===== src/rtl/queue_dispatcher.sv =====
// Routes a single word stream into per-class FIFOs through a one-word skid register,
// back-pressuring upstream while the target FIFO is full and flagging long blockages.
module queue_dispatcher #(
  parameter int QUEUE_QUANTITY = 4,
  parameter int DATA_BITS      = 8,
  parameter int STALL_LIMIT    = 8
) (
  input  logic                      clk,
  input  logic                      rst,
  input  logic                      enb,
  input  logic [DATA_BITS-1:0]      data_in,
  input  logic                      in_valid,
  output logic                      in_ready,
  input  logic [QUEUE_QUANTITY-1:0] buf_full,
  output logic [QUEUE_QUANTITY-1:0] push,
  output logic [DATA_BITS-1:0]      data_out,
  output logic                      stalled,
  output logic [1:0]                stall_queue
);

  localparam logic ST_EMPTY  = 1'b0;
  localparam logic ST_LOADED = 1'b1;
  localparam logic [7:0] LIM = 8'(STALL_LIMIT);

  logic                 state_q, state_d;
  logic [DATA_BITS-1:0] hold_q, hold_d;
  logic [7:0]           cnt_q, cnt_d;
  logic                 stalled_q, stalled_d;
  logic [1:0]           sq_q, sq_d;

  logic [1:0] dest;
  logic       loaded, dest_full, push_any, accept, blocked;

  assign dest      = hold_q[DATA_BITS-1:DATA_BITS-2];
  assign loaded    = (state_q == ST_LOADED);
  // Only the selected full flag is ever looked at, so X on other queues is harmless.
  assign dest_full = buf_full[dest];
  assign push_any  = enb & loaded & ~dest_full;
  assign blocked   = enb & loaded & dest_full;
  assign in_ready  = enb & (~loaded | ~dest_full);
  assign accept    = in_valid & in_ready;

  always_comb begin
    push       = '0;
    push[dest] = push_any;
  end

  assign data_out    = hold_q;
  assign stalled     = stalled_q;
  assign stall_queue = sq_q;

  always_comb begin
    state_d   = state_q;
    hold_d    = hold_q;
    cnt_d     = cnt_q;
    stalled_d = stalled_q;
    sq_d      = sq_q;
    if (enb) begin
      // Accept wins over drain so a push and a refill share one edge.
      if (accept) begin
        state_d = ST_LOADED;
        hold_d  = data_in;
      end else if (push_any) begin
        state_d = ST_EMPTY;
      end
      if (blocked) begin
        cnt_d = (cnt_q >= LIM) ? LIM : cnt_q + 8'd1;
        if (cnt_d == LIM) begin
          stalled_d = 1'b1;
          sq_d      = dest;
        end
      end else begin
        cnt_d = '0;
      end
    end
  end

  always_ff @(posedge clk or negedge rst) begin
    if (!rst) begin
      state_q   <= ST_EMPTY;
      hold_q    <= '0;
      cnt_q     <= '0;
      stalled_q <= 1'b0;
      sq_q      <= '0;
    end else begin
      state_q   <= state_d;
      hold_q    <= hold_d;
      cnt_q     <= cnt_d;
      stalled_q <= stalled_d;
      sq_q      <= sq_d;
    end
  end

endmodule


===== config.mk =====
export PLATFORM = sky130hd
export DESIGN_NAME = queue_dispatcher
export DESIGN_NICKNAME = d
export VERILOG_FILES = /design/src/rtl/queue_dispatcher.sv
export SDC_FILE = /design/constraint.sdc
export NUM_CORES = 1
export LEC_CHECK = 0
export CAP_MARGIN = 20
export CORE_MARGIN = 2
export CORE_UTILIZATION = 44
export CTS_BUF_LIST = sky130_fd_sc_hd__clkbuf_4 sky130_fd_sc_hd__clkbuf_8 sky130_fd_sc_hd__clkbuf_16
export CTS_CLUSTER_DIAMETER = 40
export DETAILED_ROUTE_END_ITERATION = 10
export PLACE_DENSITY = 0.77
export SYNTH_ARGS = -nofsm -noshare
export SYNTH_HDL_FRONTEND = slang
export SYNTH_SLANG_ARGS = --single-unit

===== constraint.sdc =====
create_clock -name clk -period 2.3 [get_ports clk]
set_clock_uncertainty 0.1 [all_clocks]
set_input_delay 0.23 -clock clk [delete_from_list [all_inputs] [get_ports clk]]
set_output_delay 0.23 -clock clk [all_outputs]
set_load 0.005 [all_outputs]

# Word-level counts from Yosys, hierarchy flattened
# Cells that the tools add are included.
[totals] register_bits=20 inputBits=16 output_inout_bits=16 wordCells=32
[op_classes] add_sub_neg=1 n_lt_le_gt_ge=3 eq_ne=1 n_mux=8 n_bitwise=9 n_reduce_logical=5
[op_table] operator="two-way mux 8 bit" n=2
[op_table] operator="adder 8 x 1 -> 8 bit (second input constant)" n=1
[op_table] operator="== test 8 x 4 -> 1 bit (second input constant)" n=1
[op_table] operator=">= comparator 8 x 4 -> 1 bit (second input constant)" n=1
[op_table] operator="AND 1 bit" n=5
[op_table] operator="AND 4 bit" n=1
[op_table] operator="two-way mux 1 bit" n=4
[op_table] operator="AND reduction 2 bit" n=2
[op_table] operator="< comparator 2 x 3 -> 1 bit (second input constant)" n=1
[op_table] operator="AND reduction 3 bit" n=1
[op_table] operator="binary-select mux 1 bit (select 2 bit)" n=1
[op_table] operator="demux 1 bit (select 2 bit)" n=1
[op_table] operator=">= comparator 2 x 1 -> 1 bit (second input constant)" n=1
[op_table] operator="inverter 1 bit" n=2
[op_table] operator="nonzero test 2 bit" n=1
[op_table] operator="logical AND 1 bit" n=1
[op_table] operator="OR 1 bit" n=1

# Longest topological paths before layout
# Gate-level depths: netlist of run 1.
[logic_depth] depth_word=8 depth_mapped=6

# Least setup slack after synthesis of run 1
# No wires, ideal clock.
[synth_path] path_kind="reg2reg" from="reg hold_q[7] (netlist: data_out[7])" to="reg hold_q[0] (netlist: data_out[0])" t_arrival_ns=1.521 required_ns=2.075 path_slack_ns=0.554 stages_incl_launch_ff=6 path_buffers=1 synth_period_minus_slack_ns=1.746 path_cell_list="dfrtp_1 buf_6 mux2i_4 mux2i_4 a21oi_4 mux2_4"
[synth_between] elab_chain_len=7
[synth_lines] item="from (decl)" line_no="26" text="logic [DATA_BITS-1:0] hold_q, hold_d;"
[synth_lines] item="from (signal assigned)" line_no="87" text="hold_q <= hold_d;"
[synth_lines] item="binary-select mux 1 bit (select 2 bit)" line_no="37" text="assign dest_full = buf_full[dest];"
[synth_lines] item="two-way mux 1 bit (implied by the code)" line_no="37"
[synth_lines] item="inverter 1 bit" line_no="40" text="assign in_ready = enb & (~loaded | ~dest_full);"
[synth_lines] item="OR 1 bit" line_no="40"
[synth_lines] item="AND 1 bit" line_no="40"
[synth_lines] item="AND 1 bit" line_no="41" text="assign accept = in_valid & in_ready;"
[synth_lines] item="AND reduction 2 bit (no line)"
# Every way passes these cells. The select of a mux whose other input is x is not followed.
# A chain may end at the register's enable or synchronous reset.

# Worst setup path after layout of run 1
[layout_path] from="reg hold_q[7] (netlist: data_out[7])" to="out in_ready"
[layout_between] elab_chain_len=5
[layout_lines] item="binary-select mux 1 bit (select 2 bit)" line_no="37"
[layout_lines] item="two-way mux 1 bit (implied by the code)" line_no="37"
[layout_lines] item="inverter 1 bit" line_no="40"
[layout_lines] item="OR 1 bit" line_no="40"
[layout_lines] item="AND 1 bit" line_no="40"
[layout_lines] item="to (decl)" line_no="13" text="output logic in_ready,"
# Every way passes these cells. The select of a mux whose other input is x is not followed.

==> metrics.txt, run 1 <==
outcome=finished, final reports clean; RD Place Congestion=0.721; post-DR wirelength/cell=14.0 µm; htree depth=1; Worst Tran Pin Value=0.381 ns; syn_nets=94; global-route wire length before repair=3130 µm; via count=717; GRT Util Overall=16.0%; Post-route DRC=0; crit path capture type=primary output; n_diodes=0; most frequent cell after synthesis=dfrtp_1; Final Hold Fails=0; Area contributors post-synth=dfrtp_1 51%, mux2_4 11%, mux2i_4 6.9%; period utilization=96.5%; area leader, netlist=dfrtp_1; initial antenna violation count=0; Final setup violation count=0; total iterations of the first detailed-routing run=2; ys async rst share=100%; Netlist cell types=30; Post-synth EDFFs=0; num ports=32; chip height=51.3 µm; Hold WC Path Type=in -> async; Post-Synthesis Cells=76; worst-path cell chain=mux2i_4 -> mux2i_4 -> a21oi_2 -> clkdlybuf4s50_1; Filler cells=185; CTS Buf Count=3; Tot Pwr=0.00126 W; Tmin final=2.22 ns; clk buf depth=2; static leakage=0.611 nW; top_reg_cell synth=dfrtp_1; Post-synth top cells=20 x dfrtp_1, 7 x mux2_4, 5 x nor2b_1; mean area per synthesized cell=13.0 µm²; Req. time, crit path=1.97 ns; synthesized cell area=986 µm²; power per cell area=886 nW/µm²; TritonCTS clock tree=done; register area share after synthesis=50.8%; CTS sink cnt=20; CP most frequent cell=mux2i_4; Initial Util=45.4%; final setup TNS=0 ns; critical path's largest stage delay=0.51 ns; critical path type=reg -> out; Post-DRT Antenna Nets=0; Initial DRC Count=3; share of layout cells above drive strength 1=24.3%; largest net degree at the start of global routing=21; Max Clock Freq=451 MHz; FF+latch count, synth=20; Congestion Overflow GR=0; IO buf count=31; area share of the largest cell type after synthesis=50.8%; root buf cell=clkbuf_4; Worst-path clk slew=0.12 ns; fin. max-slew vios=0; Area growth syn-to-layout=43.8%; Via-to-Cell Ratio=5.01; max_cap viols=0; Syn. warnings=0; Die Footprint=2640 µm²; Worst-Skew Late Latency=0.30 ns; crit path launch type=flop; number of global-route vias before repair=712; slowest CP cell=clkdlybuf4s50_1; nets@finish=134; Max-Slew Margin vs Limit=74.5%; Hold Buf Count CTS=0; std cell rows=17; worst-case vdd ir drop=0.599 mV; Die Width=51.3 µm; Crit path arrival time=1.89 ns; area of the core=2170 µm²; DRT Wirelength=2000 µm; RSZ-0062 raised after global routing=no; critical path fanouts, max=4
[cells by family (layout without fill, tap and decap cells)]
group	after synthesis	in the layout	share of synthesized area (%)
flops	20	20	50.8
fa+ha+maj	2	2	2.54
buf+inv	6	45	3.17
mux	13	13	20.8
simple gates	22	22	12.4
compound gates	13	13	10.3
[worst paths after layout]
check                       startpoint     endpoint  slack, ns  depth (start not counted)
setup / recovery           data_out[7]     in_ready       0.08                          4
hold / removal                     rst  data_out[0]       0.15                          2
setup reg to reg           data_out[7]  data_out[4]       0.34                          5
hold reg to reg                stalled      stalled       0.38                          1
max in group asynchronous          rst  data_out[7]       1.73                          2
min in group clk               stalled      stalled       0.38                          1
[flip-flops by register name, indices dropped and copies added (netlist names)]
signal       count
cnt_q            8
data_out         8
loaded           1
stall_queue      2
stalled          1
[critical path: cells and delay by family, from the launching register on]
family | cells | cell delay (ns)
flops | 1 | 0.47
buf+inv | 1 | 0.51
mux | 2 | 0.44
compound gates | 1 | 0.16
[cell type report]
cell class / instances / area (µm²) / area share (%)
Tap cell: 28 / 35.0 / 2.47
Multi-Input combinational cell: 50 / 458 / 32.3
Timing Repair Buffer: 37 / 355 / 25.1
Clock inverter: 1 / 30.0 / 2.12
Inverter: 4 / 15.0 / 1.06
Clock buffer: 3 / 22.5 / 1.59
Sequential cell: 20 / 502 / 35.4
[where the power goes]
group	switching [W]	internal (W)
Sequential	0.0000806	0.000424
Clock	0.000110	0.000176
Combinational	0.000159	0.000308
[placed cells by master, fill, tap and decap left out, types with 3 or more instances in the layout]
cell type / synthesis / routed
mux2i_4: 3 / 3
buf_4: 0 / 6
o21ai_0: 3 / 3
nor3_1: 3 / 3
clkbuf_4: 0 / 3
mux2_4: 7 / 7
nand3_1: 4 / 4
inv_1: 4 / 4
clkdlybuf4s50_1: 0 / 31
nor2b_1: 5 / 5
dfrtp_1: 20 / 19
nand2_1: 3 / 3
[metal layers]
| layer | vias to the layer above | part of all wire, % | global-route usage [%] |
|---|---|---|---|
| met5 | - | 0 | 0 |
| met1 | 350 | 47 | 21.3 |
| met4 | 0 | 0 | 5.26 |
| met2 | 22 | 48 | 26.2 |
| li1 | 345 | - | - |
| met3 | 0 | 5.6 | 3.22 |
[stage by stage]
stage	hold WS [ns]	cell area (µm²)	utilization (%)	std cells	setup WS (ns)
2_1_floorplan	-0.166	986	-	76	0.554
3_3_place_gp	0.354	1330	61.3	135	0.221
3_5_place_dp	0.358	1330	61.3	135	0.197
4_1_cts	0.142	1400	64.5	141	0.00829
5_1_grt	0.161	1420	65.3	143	0.00633
6_report	0.147	1420	65.3	143	0.0809
[timing repair]
action | 4_1_cts | 5_1_grt
resized for setup | 1 | 1
endpoints found under the setup margin | 1 | 1
cloned | 0 | 0
buffers inserted | 2 | 2
Power figures use the tool's default switching activity.
==> inputs of run 2 (changes only) <==
ABC_CLOCK_PERIOD_IN_PS = 2300   (was not set)
==> results of run 2 <==
Final layout, timing and power as in run 1 (identical DEF).
==> inputs of run 3 (changes only) <==
CORE_MARGIN = 10   (was 2)
REMOVE_ABC_BUFFERS = 1   (was not set)
==> metrics.txt, run 3 (synthesis results as in run 1) <==
most common cell after layout, fill and taps aside=clkdlybuf4s50_1; Initial Util=45.4% (unchanged); nets@finish=133 (-0.75%); fin cells=142 (-0.70%); post-DR wirelength/cell=14.8 µm (+5.9%); Hold WC Path Type=in -> async; Area growth syn-to-layout=41.6%; Congestion Overflow GR=0 (unchanged); most frequent cells in the layout=30 x clkdlybuf4s50_1, 19 x dfrtp_1, 7 x mux2_4; Post-route DRC=0 (unchanged); share of layout cells above drive strength 1=23.7% (-0.66 points); period utilization=95.5% (-0.95 points); Crit path arrival time=1.87 ns (-0.02 ns); Min Hold Slack=0.169 ns (+0.0223 ns); worst-path cell chain=mux2i_4 -> mux2i_4 -> a21oi_2 -> clkdlybuf4s50_1; Initial DRC Count=9 (+6); Die Width=67.3 µm (+31%); worst setup margin=0.103 ns (+0.0220 ns); RSZ-0062 raised after global routing=no; n_diodes=0 (unchanged); TritonCTS clock tree=done; global-route wire length before repair=3390 µm (+8.4%); DRT Wirelength=2110 µm (+5.2%); total iterations of the first detailed-routing run=2 (unchanged); number of global-route vias before repair=747 (+4.9%); clk buf depth=2 (unchanged); Tmin final=2.20 ns (-0.0220 ns); slowest CP cell=clkdlybuf4s50_1; htree depth=1 (unchanged); DP Worst Slack=0.115 ns (-0.0825 ns); std cell rows=17 (unchanged); IO buf count=31 (unchanged); Final Hold Fails=0 (unchanged); Die Footprint=4530 µm² (+72%); CP most frequent cell=mux2i_4; crit path capture type=primary output; largest net degree at the start of global routing=21 (unchanged); Layout Utilization=64.4% (-0.98 points); num ports=32 (unchanged); fin. max-slew vios=0 (unchanged); area of the core=2170 µm² (unchanged); static leakage=0.608 nW (-0.43%); Max-Slew Margin vs Limit=74.4% (-0.093 points); CTS Buf Count=3 (unchanged); Via-to-Cell Ratio=4.96 (-0.98%); power per cell area=823 nW/µm² (-7.1%); via count=705 (-1.7%); RD Place Congestion=0.749 (+4.0%); max_cap viols=0 (unchanged); outcome=finished, final reports clean; Worst-path clk slew=0.11 ns (about the same); Worst Tran Pin Value=0.383 ns (+0.00139 ns); CTS sink cnt=20 (unchanged); Req. time, crit path=1.97 ns (about the same); root buf cell=clkbuf_4; Post-DRT Antenna Nets=0 (unchanged); final setup TNS=0 ns (unchanged); critical path fanouts, max=4 (unchanged); Worst-Skew Late Latency=0.29 ns (about the same); critical path's largest stage delay=0.52 ns (about the same); Final setup violation count=0 (unchanged); Max Clock Freq=455 MHz (+1.0%); critical path type=reg -> out; placed cells=135 (unchanged); chip height=67.3 µm (+31%); worst-case vdd ir drop=0.619 mV (+3.3%); GRT Util Overall=9.55% (-6.5 points); crit path launch type=flop; initial antenna violation count=0 (unchanged)
-- run 3: cell types whose count changed in the layout (fill, tap and decap cells not counted), sizes merged --
cell and change:
buf -1, dlymetal6s2s +1, bufinv -1, clkbuf +1
clkdlybuf4s50 -1
-- run 3: worst max-delay path, delay by kind of cell (launching register included) --
| family | cells | cell delay (ns) |
|---|---|---|
| AO/OA/AOI/OAI | 1 | 0.17 |
| buffers and inverters | 1 | 0.52 |
| flip-flops | 1 | 0.46 |
| multiplexers | 2 | 0.42 |
-- run 3: final timing paths --
kind                             startpoint              to  cells after the start  slack (ns)
worst min-delay path                    rst        cnt_q[4]                      2        0.17
worst max register to register     cnt_q[0]  stall_queue[0]                      6        0.44
max in group asynchronous               rst     data_out[7]                      2        1.71
min in group clk                        enb        cnt_q[7]                      2        0.22
worst min register to register      stalled         stalled                      1        0.38
worst max-delay path            data_out[7]        in_ready                      4        0.10
-- run 3: per-stage QoR --
step	power, W	instance area, µm²
after floorplan	0.000721	970
after global placement	0.000921	1330
after detailed placement	0.000933	1330
after CTS	0.00116	1390
after global routing	0.00123	1400
final	0.00115	1400
-- run 3: cell type report --
| class | count | area [µm²] |
|---|---|---|
| Fill cell | 186 | 773 |
| Sequential cell | 20 | 502 |
| Multi-Input combinational cell | 50 | 458 |
| Timing Repair Buffer | 36 | 350 |
| Clock buffer | 4 | 36.3 |
| Tap cell | 28 | 35.0 |
| Inverter | 4 | 15.0 |
-- run 3: timing repair --
item	4_1_cts	5_1_grt
hold buffers	0	0
gates cloned	0	0
resized for setup	1	2
buffers inserted	3	0
setup endpoints to repair	1	2
-- run 3: power breakdown --
group	internal [W]	switching [W]	total [W]
logic	0.000299	0.000151	0.000450
clock network	0.0000964	0.000101	0.000197
registers	0.000424	0.0000782	0.000502
-- run 3: routing by layer --
metal | global-route usage, % | wire length (µm)
met4 | 2.31 | 0
met5 | 0 | 0
met3 | 5.45 | 256
met1 | 10.5 | 872
met2 | 15.6 | 979
